<file path="config.mk">
export PLATFORM = sky130hd
export DESIGN_NAME = rf_writeback_arbiter_flat
export DESIGN_NICKNAME = d
export VERILOG_FILES = /design/src/rtl/rf_writeback_arbiter_if.sv /design/src/rtl/rf_writeback_arbiter.sv /design/src/flat_wrapper.sv
export SDC_FILE = /design/constraint.sdc
export NUM_CORES = 1
export LEC_CHECK = 0
export BUFFER_PORTS_ARGS = -buffer_cell sky130_fd_sc_hd__buf_2
export CAP_MARGIN = 20
export CORE_MARGIN = 10
export CORE_UTILIZATION = 63
export CTS_CLUSTER_DIAMETER = 100
export CTS_CLUSTER_SIZE = 28
export DETAILED_ROUTE_END_ITERATION = 10
export GPL_ROUTABILITY_DRIVEN = 0
export PLACE_DENSITY = 0.95
export SYNTH_ARGS = -nofsm -noshare
export SYNTH_HDL_FRONTEND = slang
export SYNTH_SLANG_ARGS = --single-unit
</file>
<file path="constraint.sdc">
create_clock -name clk -period 17.5 [get_ports clk]
set_input_delay 3.5 -clock clk [delete_from_list [all_inputs] [get_ports clk]]
set_output_delay 3.5 -clock clk [all_outputs]
set_load 0.01 [all_outputs]
</file>
<file path="src/rtl/rf_writeback_arbiter_if.sv">
// Writeback bus between the ALU/LSU result producers, the arbiter, and the register file write port.
// The master modport belongs to the producers and the register file; the slave modport belongs to the arbiter.
interface rf_writeback_arbiter_if #(
    parameter int DATA_WIDTH = 64
);
    logic                  alu_valid;
    logic                  alu_ready;
    logic [4:0]            alu_rd;
    logic [DATA_WIDTH-1:0] alu_data;
    logic                  lsu_valid;
    logic                  lsu_ready;
    logic [4:0]            lsu_rd;
    logic [DATA_WIDTH-1:0] lsu_data;
    logic                  rf_wen;
    logic [4:0]            rf_waddr;
    logic [DATA_WIDTH-1:0] rf_wdata;

    modport master (
        output alu_valid, alu_rd, alu_data, lsu_valid, lsu_rd, lsu_data,
        input  alu_ready, lsu_ready, rf_wen, rf_waddr, rf_wdata
    );

    modport slave (
        input  alu_valid, alu_rd, alu_data, lsu_valid, lsu_rd, lsu_data,
        output alu_ready, lsu_ready, rf_wen, rf_waddr, rf_wdata
    );
endinterface

</file>
<file path="src/rtl/rf_writeback_arbiter.sv">
// Merges ALU and LSU results through an in-order FIFO onto one register file write port, dropping x0 writes.
// Define WB_BYPASS_EN to add the two combinational bypass lookup ports.
module rf_writeback_arbiter #(
    parameter int DATA_WIDTH = 64,
    parameter int DEPTH      = 4
) (
    input  logic                     clk,
    input  logic                     rst_n,
    rf_writeback_arbiter_if.slave    wb,
    output logic [$clog2(DEPTH):0]   count,
    output logic                     idle
`ifdef WB_BYPASS_EN
    ,
    input  logic [4:0]               byp_rs1,
    input  logic [4:0]               byp_rs2,
    output logic                     byp_hit1,
    output logic                     byp_hit2,
    output logic [DATA_WIDTH-1:0]    byp_data1,
    output logic [DATA_WIDTH-1:0]    byp_data2
`endif
);
    localparam int PW = $clog2(DEPTH);
    localparam int CW = PW + 1;
    localparam int EW = 5 + DATA_WIDTH;

    logic [EW-1:0] mem [DEPTH];
    logic [PW-1:0] wr_ptr;
    logic [PW-1:0] rd_ptr;
    logic [PW-1:0] alu_slot;
    logic [CW-1:0] free;
    logic          lsu_push;
    logic          alu_push;
    logic          pop;
    logic [EW-1:0] head;

    // Handshake: a transfer happens on a cycle where valid and ready are both high at the
    // rising edge; ready depends only on registered occupancy (and lsu_valid for the ALU),
    // so a pop in the same cycle never frees a slot early. LSU wins the last free slot.
    assign free         = CW'(DEPTH) - count;
    assign wb.lsu_ready = (free != '0);
    assign wb.alu_ready = (free >= CW'(2)) || ((free == CW'(1)) && !wb.lsu_valid);

    assign lsu_push = wb.lsu_valid && wb.lsu_ready && (wb.lsu_rd != 5'd0);
    assign alu_push = wb.alu_valid && wb.alu_ready && (wb.alu_rd != 5'd0);
    assign pop      = (count != '0);
    assign head     = mem[rd_ptr];
    assign alu_slot = wr_ptr + PW'(lsu_push);
    assign idle     = (count == '0) && !wb.rf_wen;

    // LSU entry is older than an ALU entry accepted in the same cycle.
    always_ff @(posedge clk) begin
        if (lsu_push) mem[wr_ptr]   <= {wb.lsu_rd, wb.lsu_data};
        if (alu_push) mem[alu_slot] <= {wb.alu_rd, wb.alu_data};
    end

    always_ff @(posedge clk or negedge rst_n) begin
        if (!rst_n) begin
            wr_ptr      <= '0;
            rd_ptr      <= '0;
            count       <= '0;
            wb.rf_wen   <= 1'b0;
            wb.rf_waddr <= '0;
            wb.rf_wdata <= '0;
        end else begin
            wr_ptr <= wr_ptr + PW'(lsu_push) + PW'(alu_push);
            rd_ptr <= rd_ptr + PW'(pop);
            count  <= count + CW'(lsu_push) + CW'(alu_push) - CW'(pop);
            wb.rf_wen <= pop;
            if (pop) begin
                wb.rf_waddr <= head[EW-1:DATA_WIDTH];
                wb.rf_wdata <= head[DATA_WIDTH-1:0];
            end
        end
    end

`ifdef WB_BYPASS_EN
    logic [4:0]            byp_rs   [2];
    logic                  byp_hit  [2];
    logic [DATA_WIDTH-1:0] byp_data [2];
    logic [EW-1:0]         byp_ent;

    assign byp_rs[0] = byp_rs1;
    assign byp_rs[1] = byp_rs2;
    assign byp_hit1  = byp_hit[0];
    assign byp_hit2  = byp_hit[1];
    assign byp_data1 = byp_data[0];
    assign byp_data2 = byp_data[1];

    // Scan oldest (register stage) to youngest FIFO entry so the last match wins.
    always_comb begin
        byp_ent = '0;
        for (int k = 0; k < 2; k++) begin
            byp_hit[k]  = 1'b0;
            byp_data[k] = '0;
            if (byp_rs[k] != 5'd0) begin
                if (wb.rf_wen && (wb.rf_waddr == byp_rs[k])) begin
                    byp_hit[k]  = 1'b1;
                    byp_data[k] = wb.rf_wdata;
                end
                for (int i = 0; i < DEPTH; i++) begin
                    byp_ent = mem[rd_ptr + PW'(i)];
                    if ((CW'(i) < count) && (byp_ent[EW-1:DATA_WIDTH] == byp_rs[k])) begin
                        byp_hit[k]  = 1'b1;
                        byp_data[k] = byp_ent[DATA_WIDTH-1:0];
                    end
                end
            end
        end
    end
`endif
endmodule

</file>
<file path="src/flat_wrapper.sv">
// flat-port wrapper written by rule: the top's interface ports become plain ports
module rf_writeback_arbiter_flat 
#(
    parameter int DATA_WIDTH = 64,
    parameter int DEPTH      = 4
)
  (clk, rst_n, count, idle, wb_alu_valid, wb_alu_rd, wb_alu_data, wb_lsu_valid, wb_lsu_rd, wb_lsu_data, wb_alu_ready, wb_lsu_ready, wb_rf_wen, wb_rf_waddr, wb_rf_wdata);
  rf_writeback_arbiter_if #(.DATA_WIDTH(DATA_WIDTH)) wb_i ();
  input  logic clk;
  input  logic rst_n;
  output logic [$clog2(DEPTH):0] count;
  output logic idle;
  input wire logic [$bits(wb_i.alu_valid)-1:0] wb_alu_valid;
  input wire logic [$bits(wb_i.alu_rd)-1:0] wb_alu_rd;
  input wire logic [$bits(wb_i.alu_data)-1:0] wb_alu_data;
  input wire logic [$bits(wb_i.lsu_valid)-1:0] wb_lsu_valid;
  input wire logic [$bits(wb_i.lsu_rd)-1:0] wb_lsu_rd;
  input wire logic [$bits(wb_i.lsu_data)-1:0] wb_lsu_data;
  output wire logic [$bits(wb_i.alu_ready)-1:0] wb_alu_ready;
  output wire logic [$bits(wb_i.lsu_ready)-1:0] wb_lsu_ready;
  output wire logic [$bits(wb_i.rf_wen)-1:0] wb_rf_wen;
  output wire logic [$bits(wb_i.rf_waddr)-1:0] wb_rf_waddr;
  output wire logic [$bits(wb_i.rf_wdata)-1:0] wb_rf_wdata;
  assign wb_i.alu_valid = wb_alu_valid;
  assign wb_i.alu_rd = wb_alu_rd;
  assign wb_i.alu_data = wb_alu_data;
  assign wb_i.lsu_valid = wb_lsu_valid;
  assign wb_i.lsu_rd = wb_lsu_rd;
  assign wb_i.lsu_data = wb_lsu_data;
  assign wb_alu_ready = wb_i.alu_ready;
  assign wb_lsu_ready = wb_i.lsu_ready;
  assign wb_rf_wen = wb_i.rf_wen;
  assign wb_rf_waddr = wb_i.rf_waddr;
  assign wb_rf_wdata = wb_i.rf_wdata;
  rf_writeback_arbiter #(.DATA_WIDTH(DATA_WIDTH), .DEPTH(DEPTH)) u_core (.clk(clk), .rst_n(rst_n), .wb(wb_i), .count(count), .idle(idle));
endmodule
</file>
; ---- Word-level counts from Yosys, hierarchy flattened
; Memory sizes are Yosys's and may differ from the RTL's. A register that Yosys moved wholly into a read port is not among the register bits.
; Index checks and enable logic that the tools add are counted.
[totals]
register_bits = 8
ramBits = 276
out_inout_bits = 76
elab_cells = 33
n_memories = 1
[op_classes]
add_sub_neg = 7
n_lt_le_gt_ge = 1
n_eq_ne = 1
mux = 4
n_reduce_logical = 15
[memory_table]
columns = memory, words, word_bits, rd, rd_clocked_by_memory_dff, wr, line_no
row1 = u_core.mem, 4, 69, 1, 1, 2, rf_writeback_arbiter.sv:26  ; logic [EW-1:0] mem [DEPTH];
[op_table]
columns = operator, count
row1 = nonzero test 5 bit, 2
row2 = adder 2 x 1 -> 2 bit, 3
row3 = adder 3 x 1 -> 3 bit, 2
row4 = logical AND 1 bit, 6
row5 = nonzero test 3 bit, 2
row6 = 2-to-1 mux 1 bit, 4
row7 = equality test 3 x 1 -> 1 bit (second input constant), 1
row8 = >= comparator 3 x 2 -> 1 bit (second input constant), 1
row9 = logical NOT 1 bit, 3
row10 = logical NOT 3 bit, 1
row11 = subtractor 3 x 1 -> 3 bit, 1
row12 = subtractor 3 bit (first input constant), 1
row13 = logical OR 1 bit, 1

; ---- Logic depth before layout (Yosys ltp)
[depth]
ltp_word = 8
mapped_depth = 11
depth_no_buf = 11

; ---- Worst setup path before layout
; No wires, ideal clock.
[synth_timing]
path_type = input port to flip-flop
startpoint = input port wb_lsu_rd[4]
endpoint = memory u_core.mem[0][0] (netlist bit), enable pin
setup_ps = 598
arrival_time_ps = 8954
required_time_ps = 16902
path_slack_ps = 7948
path_stages = 4
path_buffers = 0
path_cell_list = or3_1 o311a_1 inv_1 o31ai_1
[synth_lines]
columns = element, line_no
row1 = from (decl), flat_wrapper.sv:17  ; input wire logic [$bits(wb_i.lsu_rd)-1:0] wb_lsu_rd;
row2 = to (decl), rf_writeback_arbiter.sv:26

; ---- Worst setup path in the final report
[layout_timing]
startpoint = input port wb_lsu_valid
endpoint = output port wb_alu_ready
[layout_between]
elab_chain_len = 3
[layout_rtl]
columns = element, line_no
row1 = from (decl), flat_wrapper.sv:16  ; input wire logic [$bits(wb_i.lsu_valid)-1:0] wb_lsu_valid;
row2 = logical NOT 1 bit, rf_writeback_arbiter.sv:41  ; assign wb.alu_ready = (free >= CW'(2)) || ((free == CW'(1)) && !wb.lsu_valid);
row3 = logical AND 1 bit, rf_writeback_arbiter.sv:41
row4 = logical OR 1 bit, rf_writeback_arbiter.sv:41
row5 = to (decl), flat_wrapper.sv:19  ; output wire logic [$bits(wb_i.alu_ready)-1:0] wb_alu_ready;
; No other way between the ends.

==> metrics.yaml <==
cts-root-buf: "clkbuf_16"
grt_max_degree: 78
yosys.area_share.simple_pct: 5.15
start_util_pct: 64.1
grt_usage_pct: 22.8
rsz0062_at_grt: "false"
setup-violations-final: 0
synth_cells: 1012
io_buffers: 217
hold_viol_final: 0
hold_path.class: "reg2reg"
nets: 1355
setup_tns_ns: 0
grt_pass1_vias: 10400
synth_seq_area_share_pct: 61.2
seq_area_mm2: 0.0102
grt_first_pass_wirelength_mm: 59.8
timing.max_slew.rel_slack_pct: 24.4
synth_mux_area_share_pct: 29.6
syn_nets: 1165
die_w_um: 183
dp_hpwl_mm: 23.8
routed_via_density: 6.13
worstMarginPinSlew_ns: 1.13
htree_levels: 1
cts.sinks: 353
critPathMaxStageDelay_ns: 0.20
synth.avg_cell_area_um2: 16.5
synth_warnings: 0
syn2layout_area_growth_pct: 11.2
crit_required_ns: 14.00
crit_top_cell: "buf_2"
antenna_left: 0
cts_buffers: 16
synth_top_family_by_area: "multiplexers"
finalCritPeriodShare_pct: 43.7
grt-ovfl-total: 0
nFillCells: 1659
cp-start-kind: "primary input"
core_mm2: 0.0261
drt_iter0_drc: 901
period_needed_ns: 7.65
postCtsSetupBuffers: 0
crit_fanout: 5
syn_area_mm2: 0.0167
num_vias: 9555
first_pass_iters: 6
ir_drop_v: 0.000131
drive_above_1_share_pct: 50.1
crit_type: "in2out"
cts.path.max_buffers: 3
skew_ns: 0.0244
post_drt_wl_per_cell_um: 24.8
drt_wl_total_mm: 38.7
synth_cell_type_count: 33
cp_data_arrival_time_ns: 4.15
final_cell_mix: "edfxtp_1, buf_2, nand2_1"
worst_hold_slack_ns: 0.476
clock.fmax_mhz: 131
cp_top_family: "simple AND/OR/NAND/NOR gates"
crit_slowest_cell: "nand2_1"
multi_input_area_mm2: 0.00614
synth_compound_area_share_pct: 0.360
io_pins: 218
leakagePower_nw: 7.22
antenna_found_initial: 16
clock_latency_ns: 0.51
cts_resized: 0
drcViolationCount: 0
cts_tree: "built"
row_count: 59
powerDensity_mw_per_mm2: 187
die_h_um: 183
cts.clk_slew.worst_paths_ns: 0.10
critical_path_buf_inv_count: 2
status: "completed"
hold_buffers: 0
ys_ff_latch: 353
synthAdderAreaFrac_pct: 0.914
drv_cap: 0
worstSetupEndpointType: "primary output"
path_cells: "buf_2 -> nand2b_1 -> nand2_1 -> buf_2"
synth-xor-area-share_pct: 0.262
dieArea_mm2: 0.0334
layout_commonest_cell: "edfxtp_1"
final-max-slew-violation-count: 0
## stage by stage
step	worst slack (ns)	util (%)	cells	total power, W	instance area [µm²]
5_1_grt	9.81	71.2	1551	0.00365	18500
6_report	9.85	71.3	1559	0.00347	18600
4_1_cts	9.87	70.9	1544	0.00348	18500
3_3_place_gp	9.89	69.1	1517	0.00298	18000
3_5_place_dp	9.87	69.1	1517	0.00305	18000
2_1_floorplan	7.95	-	1012	0.00261	16700
## cells in the mapped netlist
cell      count  area (µm²)
a21oi_1       1        5.00
a31o_2        2        17.5
and4_1        1        8.76
buf_1         6        22.5
buf_2        21         105
buf_4         1        7.51
buf_6        10         113
clkbuf_1     18        67.6
clkbuf_8      4        55.1
dfrtp_1      77        1930
edfxtp_1    276        8290
fa_1          2        40.0
ha_1          9         113
inv_1        11        41.3
inv_2         1        3.75
mux2_2      200        2250
mux2_4       76        1140
mux4_2       69        1550
nand2_1     208         781
nand2b_1      1        6.26
nand3_1       1        5.00
nand4_1       1        6.26
nor2_1        2        7.51
nor3b_1       1        7.51
nor4b_4       1        23.8
o21a_1        1        7.51
o21ai_0       1        5.00
o311a_1       1        10.0
o31ai_1       2        15.0
or3_1         1        6.26
or4_1         1        7.51
xnor2_1       3        26.3
xor2_1        2        17.5
## logic make-up (layout without fill, tap and decap cells)
kind of cell    count (synthesis)  count (layout)
fa+ha+maj                      11              11
xor+xnor                        5               5
mux                           345             345
flops                         353             353
simple gates                  218             218
other cells                     0              13
buf+inv                        72             271
compound gates                  8               8
## per-layer routing
metal,GRT usage (%),vias to the layer above,wire [µm]
met5,0,-,41
met4,4.84,8,623
met3,5.71,46,2920
met2,39.8,341,20000
met1,28.4,4967,15100
li1,-,4193,-
## where the power goes
part	leakage [nW]	switching, W	total, W	internal, W
Clock	0.223	0.000250	0.000434	0.000184
Sequential	3.47	0.000176	0.00158	0.00140
Combinational	3.53	0.000780	0.00145	0.000673
Total	7.22	0.00121	0.00347	0.00226
## area by class of cell
| class | count | share of cell area, % |
|---|---|---|
| timing repair buffer | 232 | 6.68 |
| tap | 335 | 2.26 |
| sequential | 353 | 55.1 |
| antenna | 13 | 0.175 |
| inverter | 12 | 0.243 |
| clock buffer | 25 | 2.45 |
| multi-input combinational | 587 | 33.0 |
| clock inverter | 2 | 0.0876 |
## final timing paths
path / from / to / cells after the start / slack [ns]
max in group asynchronous: rst_n / u_core.wb.rf_wdata[43] / 2 / 13.92
min reg2reg: u_core.wb.rf_wdata[25] / u_core.wb.rf_wdata[25] / 2 / 0.48
min in group asynchronous: rst_n / u_core.wb.rf_wdata[10] / 1 / 2.96
min: u_core.wb.rf_wdata[25] / u_core.wb.rf_wdata[25] / 2 / 0.48
max: wb_lsu_valid / wb_alu_ready / 4 / 9.85
max reg2reg: u_core.count[1] / u_core.mem[1][44] / 10 / 13.02
## worst reg2reg max path: stages (launching register included)
cell and delay [ns]:
dfrtp_1 0.47, inv_1 0.13, ha_1 0.22, ha_1 0.18, inv_1 0.08, o311a_1 0.19
ha_1 0.22, xnor2_1 0.49, and4_4 0.89, a31o_4 0.58, buf_4 0.65
## registers in the layout, indices dropped and copies added, names as in the netlist
| register | count |
|---|---|
| u_core.wr_ptr | 2 |
| u_core.wb.rf_waddr | 5 |
| u_core.wb.rf_wen | 1 |
| u_core.rd_ptr | 2 |
| u_core.mem | 276 |
| u_core.wb.rf_wdata | 64 |
| u_core.count | 3 |
Power figures use the tool's default switching activity.
